`src/rtl/if_prefetch.sv`:
```
// Instruction prefetch unit: credit-limited fetch toward ROM, in-order response buffer toward decode.
// Optional macro IF_PREFETCH_PERF_EN adds perf_drop_cnt_o (flushed entries + discarded responses).
module if_prefetch #(
    parameter int                ADDR_W   = 32,
    parameter int                INST_W   = 32,
    parameter int                DEPTH    = 4,
    parameter logic [ADDR_W-1:0] RESET_PC = {ADDR_W{1'b0}}
) (
    input  logic              clk,
    input  logic              rst,
    input  logic              branch_flag_i,
    input  logic [ADDR_W-1:0] branch_target_addr_i,
    output logic              rom_req_o,
    output logic [ADDR_W-1:0] rom_addr_o,
    input  logic              rom_gnt_i,
    input  logic              rom_rvalid_i,
    input  logic [INST_W-1:0] rom_data_i,
    output logic              id_valid_o,
    input  logic              id_ready_i,
    output logic [ADDR_W-1:0] id_pc_o,
    output logic [INST_W-1:0] id_inst_o
`ifdef IF_PREFETCH_PERF_EN
    ,
    output logic [31:0]       perf_drop_cnt_o
`endif
);

    localparam int                PW       = $clog2(DEPTH);
    localparam int                CW       = PW + 1;
    localparam logic [ADDR_W-1:0] PC_INC   = ADDR_W'(INST_W / 8);
    localparam logic [CW-1:0]     ZERO_C   = {CW{1'b0}};
    localparam logic [CW-1:0]     ONE_C    = CW'(1);
    localparam logic [PW-1:0]     ZERO_P   = {PW{1'b0}};
    localparam logic [PW-1:0]     ONE_P    = PW'(1);

    logic [ADDR_W-1:0] r_pc, r_rsp_pc;
    logic [CW-1:0]     r_count, r_out, r_drop;
    logic [PW-1:0]     r_rd_ptr, r_wr_ptr;
    logic [INST_W-1:0] r_mem_inst [DEPTH];
    logic [ADDR_W-1:0] r_mem_pc   [DEPTH];
    logic              r_id_valid;
    logic [ADDR_W-1:0] r_id_pc;
    logic [INST_W-1:0] r_id_inst;

    logic              w_credit, w_gnt, w_rsp, w_push, w_pop, w_drop_rsp;
    logic [CW-1:0]     w_kept, w_count_nxt, w_out_nxt, w_drop_nxt;
    logic [PW-1:0]     w_rd_nxt, w_wr_nxt;
    logic [ADDR_W-1:0] w_pc_nxt, w_rsp_pc_nxt, w_head_pc;
    logic [INST_W-1:0] w_head_inst;

    // Drop-pending requests still occupy credit, so they are part of r_out.
    assign w_credit   = ({1'b0, r_count} + {1'b0, r_out}) < (CW + 1)'(DEPTH);
    assign rom_req_o  = !rst && !branch_flag_i && w_credit;
    assign rom_addr_o = r_pc;
    assign w_gnt      = rom_req_o && rom_gnt_i;
    assign w_rsp      = rom_rvalid_i && (r_out != ZERO_C);
    assign w_drop_rsp = w_rsp && (branch_flag_i || (r_drop != ZERO_C));
    assign w_push     = w_rsp && !branch_flag_i && (r_drop == ZERO_C);
    assign w_pop      = r_id_valid && id_ready_i;
    assign w_kept     = w_pop ? (r_count - ONE_C) : r_count;

    assign id_valid_o = r_id_valid;
    assign id_pc_o    = r_id_pc;
    assign id_inst_o  = r_id_inst;

    // Next-state for fetch PC, buffer pointers and request bookkeeping.
    always_comb begin
        w_pc_nxt     = r_pc;
        w_rsp_pc_nxt = r_rsp_pc;
        w_count_nxt  = w_kept;
        w_rd_nxt     = r_rd_ptr;
        w_wr_nxt     = r_wr_ptr;
        w_out_nxt    = r_out;
        w_drop_nxt   = r_drop;
        if (branch_flag_i) begin
            // Every request still in flight after this cycle belongs to the old path.
            w_pc_nxt     = branch_target_addr_i;
            w_rsp_pc_nxt = branch_target_addr_i;
            w_count_nxt  = ZERO_C;
            w_rd_nxt     = ZERO_P;
            w_wr_nxt     = ZERO_P;
            w_out_nxt    = w_rsp ? (r_out - ONE_C) : r_out;
            w_drop_nxt   = w_rsp ? (r_out - ONE_C) : r_out;
        end else begin
            w_pc_nxt     = w_gnt ? (r_pc + PC_INC) : r_pc;
            w_rsp_pc_nxt = w_push ? (r_rsp_pc + PC_INC) : r_rsp_pc;
            w_count_nxt  = w_push ? (w_kept + ONE_C) : w_kept;
            w_rd_nxt     = w_pop ? (r_rd_ptr + ONE_P) : r_rd_ptr;
            w_wr_nxt     = w_push ? (r_wr_ptr + ONE_P) : r_wr_ptr;
            if (w_gnt && !w_rsp) begin
                w_out_nxt = r_out + ONE_C;
            end else if (!w_gnt && w_rsp) begin
                w_out_nxt = r_out - ONE_C;
            end else begin
                w_out_nxt = r_out;
            end
            w_drop_nxt   = w_drop_rsp ? (r_drop - ONE_C) : r_drop;
        end
    end

    // Next head presented to decode; a push into an empty buffer bypasses storage.
    always_comb begin
        w_head_pc   = r_id_pc;
        w_head_inst = r_id_inst;
        if (w_push && (w_kept == ZERO_C)) begin
            w_head_pc   = r_rsp_pc;
            w_head_inst = rom_data_i;
        end else if (w_count_nxt != ZERO_C) begin
            w_head_pc   = r_mem_pc[w_rd_nxt];
            w_head_inst = r_mem_inst[w_rd_nxt];
        end else begin
            w_head_pc   = r_id_pc;
            w_head_inst = r_id_inst;
        end
    end

    // Control state and registered decode-side outputs.
    always_ff @(posedge clk) begin
        if (rst) begin
            r_pc       <= RESET_PC;
            r_rsp_pc   <= RESET_PC;
            r_count    <= ZERO_C;
            r_out      <= ZERO_C;
            r_drop     <= ZERO_C;
            r_rd_ptr   <= ZERO_P;
            r_wr_ptr   <= ZERO_P;
            r_id_valid <= 1'b0;
            r_id_pc    <= {ADDR_W{1'b0}};
            r_id_inst  <= {INST_W{1'b0}};
        end else begin
            r_pc       <= w_pc_nxt;
            r_rsp_pc   <= w_rsp_pc_nxt;
            r_count    <= w_count_nxt;
            r_out      <= w_out_nxt;
            r_drop     <= w_drop_nxt;
            r_rd_ptr   <= w_rd_nxt;
            r_wr_ptr   <= w_wr_nxt;
            r_id_valid <= (w_count_nxt != ZERO_C);
            r_id_pc    <= w_head_pc;
            r_id_inst  <= w_head_inst;
        end
    end

    // Buffer storage; contents are only meaningful between the pointers.
    always_ff @(posedge clk) begin
        if (w_push) begin
            r_mem_inst[r_wr_ptr] <= rom_data_i;
            r_mem_pc[r_wr_ptr]   <= r_rsp_pc;
        end
    end

`ifdef IF_PREFETCH_PERF_EN
    logic [31:0] r_perf;
    logic [31:0] w_perf_inc;
    logic [32:0] w_perf_sum;

    assign w_perf_inc      = branch_flag_i ? (32'(w_kept) + 32'(w_rsp)) : 32'(w_drop_rsp);
    assign w_perf_sum      = {1'b0, r_perf} + {1'b0, w_perf_inc};
    assign perf_drop_cnt_o = r_perf;

    // Saturating count of work thrown away by redirects.
    always_ff @(posedge clk) begin
        if (rst) begin
            r_perf <= 32'd0;
        end else if (w_perf_sum[32]) begin
            r_perf <= 32'hFFFF_FFFF;
        end else begin
            r_perf <= w_perf_sum[31:0];
        end
    end
`endif

endmodule

```
`config.mk`:
```
export PLATFORM = sky130hd
export DESIGN_NAME = if_prefetch
export DESIGN_NICKNAME = d
export VERILOG_FILES = /design/src/rtl/if_prefetch.sv
export SDC_FILE = /design/constraint.sdc
export NUM_CORES = 1
export LEC_CHECK = 0
export BUFFER_PORTS_ARGS = -buffer_cell sky130_fd_sc_hd__clkbuf_2
export CORE_ASPECT_RATIO = 2
export CORE_MARGIN = 8
export CORE_UTILIZATION = 60
export CTS_CLUSTER_SIZE = 14
export DETAILED_ROUTE_END_ITERATION = 7
export GPL_ROUTABILITY_DRIVEN = 0
export PLACE_DENSITY = 0.81
export SLEW_MARGIN = 20
export SYNTH_ARGS = -nofsm -noshare
export SYNTH_HDL_FRONTEND = slang
export SYNTH_SLANG_ARGS = --single-unit
```
`constraint.sdc`:
```
create_clock -name clk -period 10.3 [get_ports clk]
set_input_delay 2.06 -clock clk [delete_from_list [all_inputs] [get_ports clk]]
set_output_delay 2.06 -clock clk [all_outputs]
set_load 0.02 [all_outputs]
```
==> out/results.ini <==
[clocking]
clk_path_buf_depth = 3
cts_hold_buf = 0
clkTransAtPathRegs_ns = 0.06
cts_buffers = 36
cts.sinks = 398
cts_root_buffer = clkbuf_16
clock_latency_ns = 0.51
cts_resized = 0
cts_max_level = 2
post_cts_buffers = 0
cts_tree = done

[synthesis]
yosysSeqAreaShare_pct = 59.52
yosys-top-cells-area = edfxtp_1 43%, dfxtp_1 16%, mux4_2 3.8%
synth_top_area_share_pct = 43.45
syn_inst = 1410
synthFlopType = edfxtp_1
syn_nets = 1496
yosysMostFrequentCell = edfxtp_1
async_reset_ff_share_pct = 0
synth-edff-count = 256
synth.avg_cell_area_um2 = 12.55
ys_seq_elements = 398
synth_area_um2 = 17690
ys_warn_count = 0
netlist_top_cells_count = 256 x edfxtp_1, 142 x dfxtp_1, 68 x a21oi_1, 63 x clkbuf_1, 61 x mux2i_1
yosysTopAreaCell = edfxtp_1
synth.distinct_cells = 69

[power_and_ir_drop]
p_total_mw = 4.000
irDropWorstVdd_v = 0.0001760
leakage_nw = 7.158
power_density_nw_per_um2 = 201.7

[floorplan]
core.rowCount = 89
start_util_pct = 60.41
die_area_um2 = 35570
core_um2 = 29290
die_height_um = 258.8
die_width_um = 137.4
ioPinCount = 168

[placement]
placed_cell_area_um2 = 18700
dp_hpwl_um = 26780
numPortBuffers = 167

[sta]
drv_slew = 0
final-setup-viol-count = 0
fin_crit_sh_pct = 58.41
setup-tns-final_ns = 0
fmax_ghz = 0.1662
hold_slack_ns = 0.4616
rsz0062_at_grt = false
worstMarginPinSlew_ns = 1.066
finalHoldViolCount = 0
finalClockSkew_ns = 0.01634
period_needed_ns = 6.016
slew_headroom_pct = 28.27

[layout]
final_util_pct = 67.73
nets = 1608
final_area_um2 = 19840
syn_to_final_growth_pct = 12.12
drive_above_1_share_pct = 20.04

[worst_setup_path]
start_kind = input port
worstPathArrival_ns = 3.96
ff2ff_setup_slack_ns = 6.35
cpLargestDelayFamily = buffers and inverters
path_buf_inv = 3
critPathMaxStageDelay_ns = 0.61
worstPathMaxFanout = 51
worstSetupEndpointType = output port
worstPathCellList = buf_2 -> buf_4 -> or2_1 -> nor3_1 -> clkbuf_2
required_ns = 8.24
crit_type = input port to output port
critical-path-slowest-cell = buf_4

[global_route]
track_usage_pct = 24.35
grt_max_degree = 92
globalRouteOverflowTotal = 0
grt_pass1_wl_um = 68720
antenna_found_initial = 1
grt_pass1_vias = 12790

[routing]
drt_iter0_drc = 1339
ant_nets = 0
wl_um = 43880
drc = 0
first_pass_iters = 5
vias_per_cell = 6.576
wl_per_cell_um = 22.95
vias = 12570

[worst_hold_path]
hold_path.class = register to register

[outcome]
outcome = completed

[run]
drv_cap = 0

## final timing paths
| kind | start | to | depth (start not counted) |
|---|---|---|---|
| setup / recovery | branch_flag_i | rom_req_o | 5 |
| hold / removal | id_inst_o[28]$_SDFFE_PP0P_ | id_inst_o[28]$_SDFFE_PP0P_ | 2 |
| setup reg to reg | r_rd_ptr[0]$_SDFF_PP0_ | id_pc_o[1]$_SDFFE_PP0P_ | 6 |
| hold reg to reg | id_inst_o[28]$_SDFFE_PP0P_ | id_inst_o[28]$_SDFFE_PP0P_ | 2 |
## per-layer routing
metal  vias up  global-route usage, %  routed length, um
li1       5635                      -                  -
met1      6180                  31.60              17020
met2       669                  39.92              21950
met3        89                  4.441               3734
met4         0                  8.528               1168
met5         -                      0                  0
## cell families after synthesis
family | share of synthesized area, %
flip-flops | 59.52
AND/OR/NAND/NOR | 10.07
buffers and inverters | 3.982
AO/OA/AOI/OAI | 15.01
XOR/XNOR | 2.299
adder cells (fa/ha/maj) | 1.132
multiplexers | 7.985
## worst register-to-register path, stage by stage (launching register included)
cell and delay (ns):
dfxtp_4 1.07, nor2_1 0.21, mux2i_4 0.59, buf_4 0.44, buf_4 0.65, mux4_2 0.68
a21o_1 0.19
## stage by stage
| step | cells | setup slack, ns |
|---|---|---|
| floorplan | 1410 | 5.253 |
| global route | 1912 | 4.147 |
| CTS | 1910 | 4.321 |
| detailed placement | 1847 | 4.346 |
| finish | 1912 | 4.284 |
| global placement | 1847 | 4.386 |
## placed cells by master (no fill, tap or decap), drive strengths merged, types with 53 or more instances in the layout
master  netlist  final
o21ai        58     58
nand3        55     55
inv          58     58
mux2i        62     62
a21oi        68     68
nand2        59     59
clkbuf       63    219
dfxtp       142    142
nor3b        53     53
edfxtp      256    256
## area by class of cell
class / count / area (um^2)
tap: 364 / 455.4
clock inverter: 9 / 65.06
timing repair buffer: 181 / 963.4
sequential: 398 / 10540
multi-input combinational: 847 / 6564
antenna: 1 / 2.502
clock buffer: 54 / 1030
inverter: 58 / 217.7
fill: 2059 / 9452
## power by group
group	switching [mW]	total [mW]	internal [mW]
logic	0.494	0.785	0.290
registers	0.103	1.94	1.84
clock network	0.556	1.27	0.716
total	1.15	4.00	2.85
## sequential cells by signal, indices dropped and copies added, names as in the netlist
name        cells
r_wr_ptr        2
id_pc_o        32
r_rd_ptr        2
r_count         3
id_valid_o      1
rom_addr_o     32
r_rsp_pc       32
r_out           3
r_drop          3
r_mem_pc      128
id_inst_o      32
r_mem_inst    128
Power figures use the tool's default switching activity.
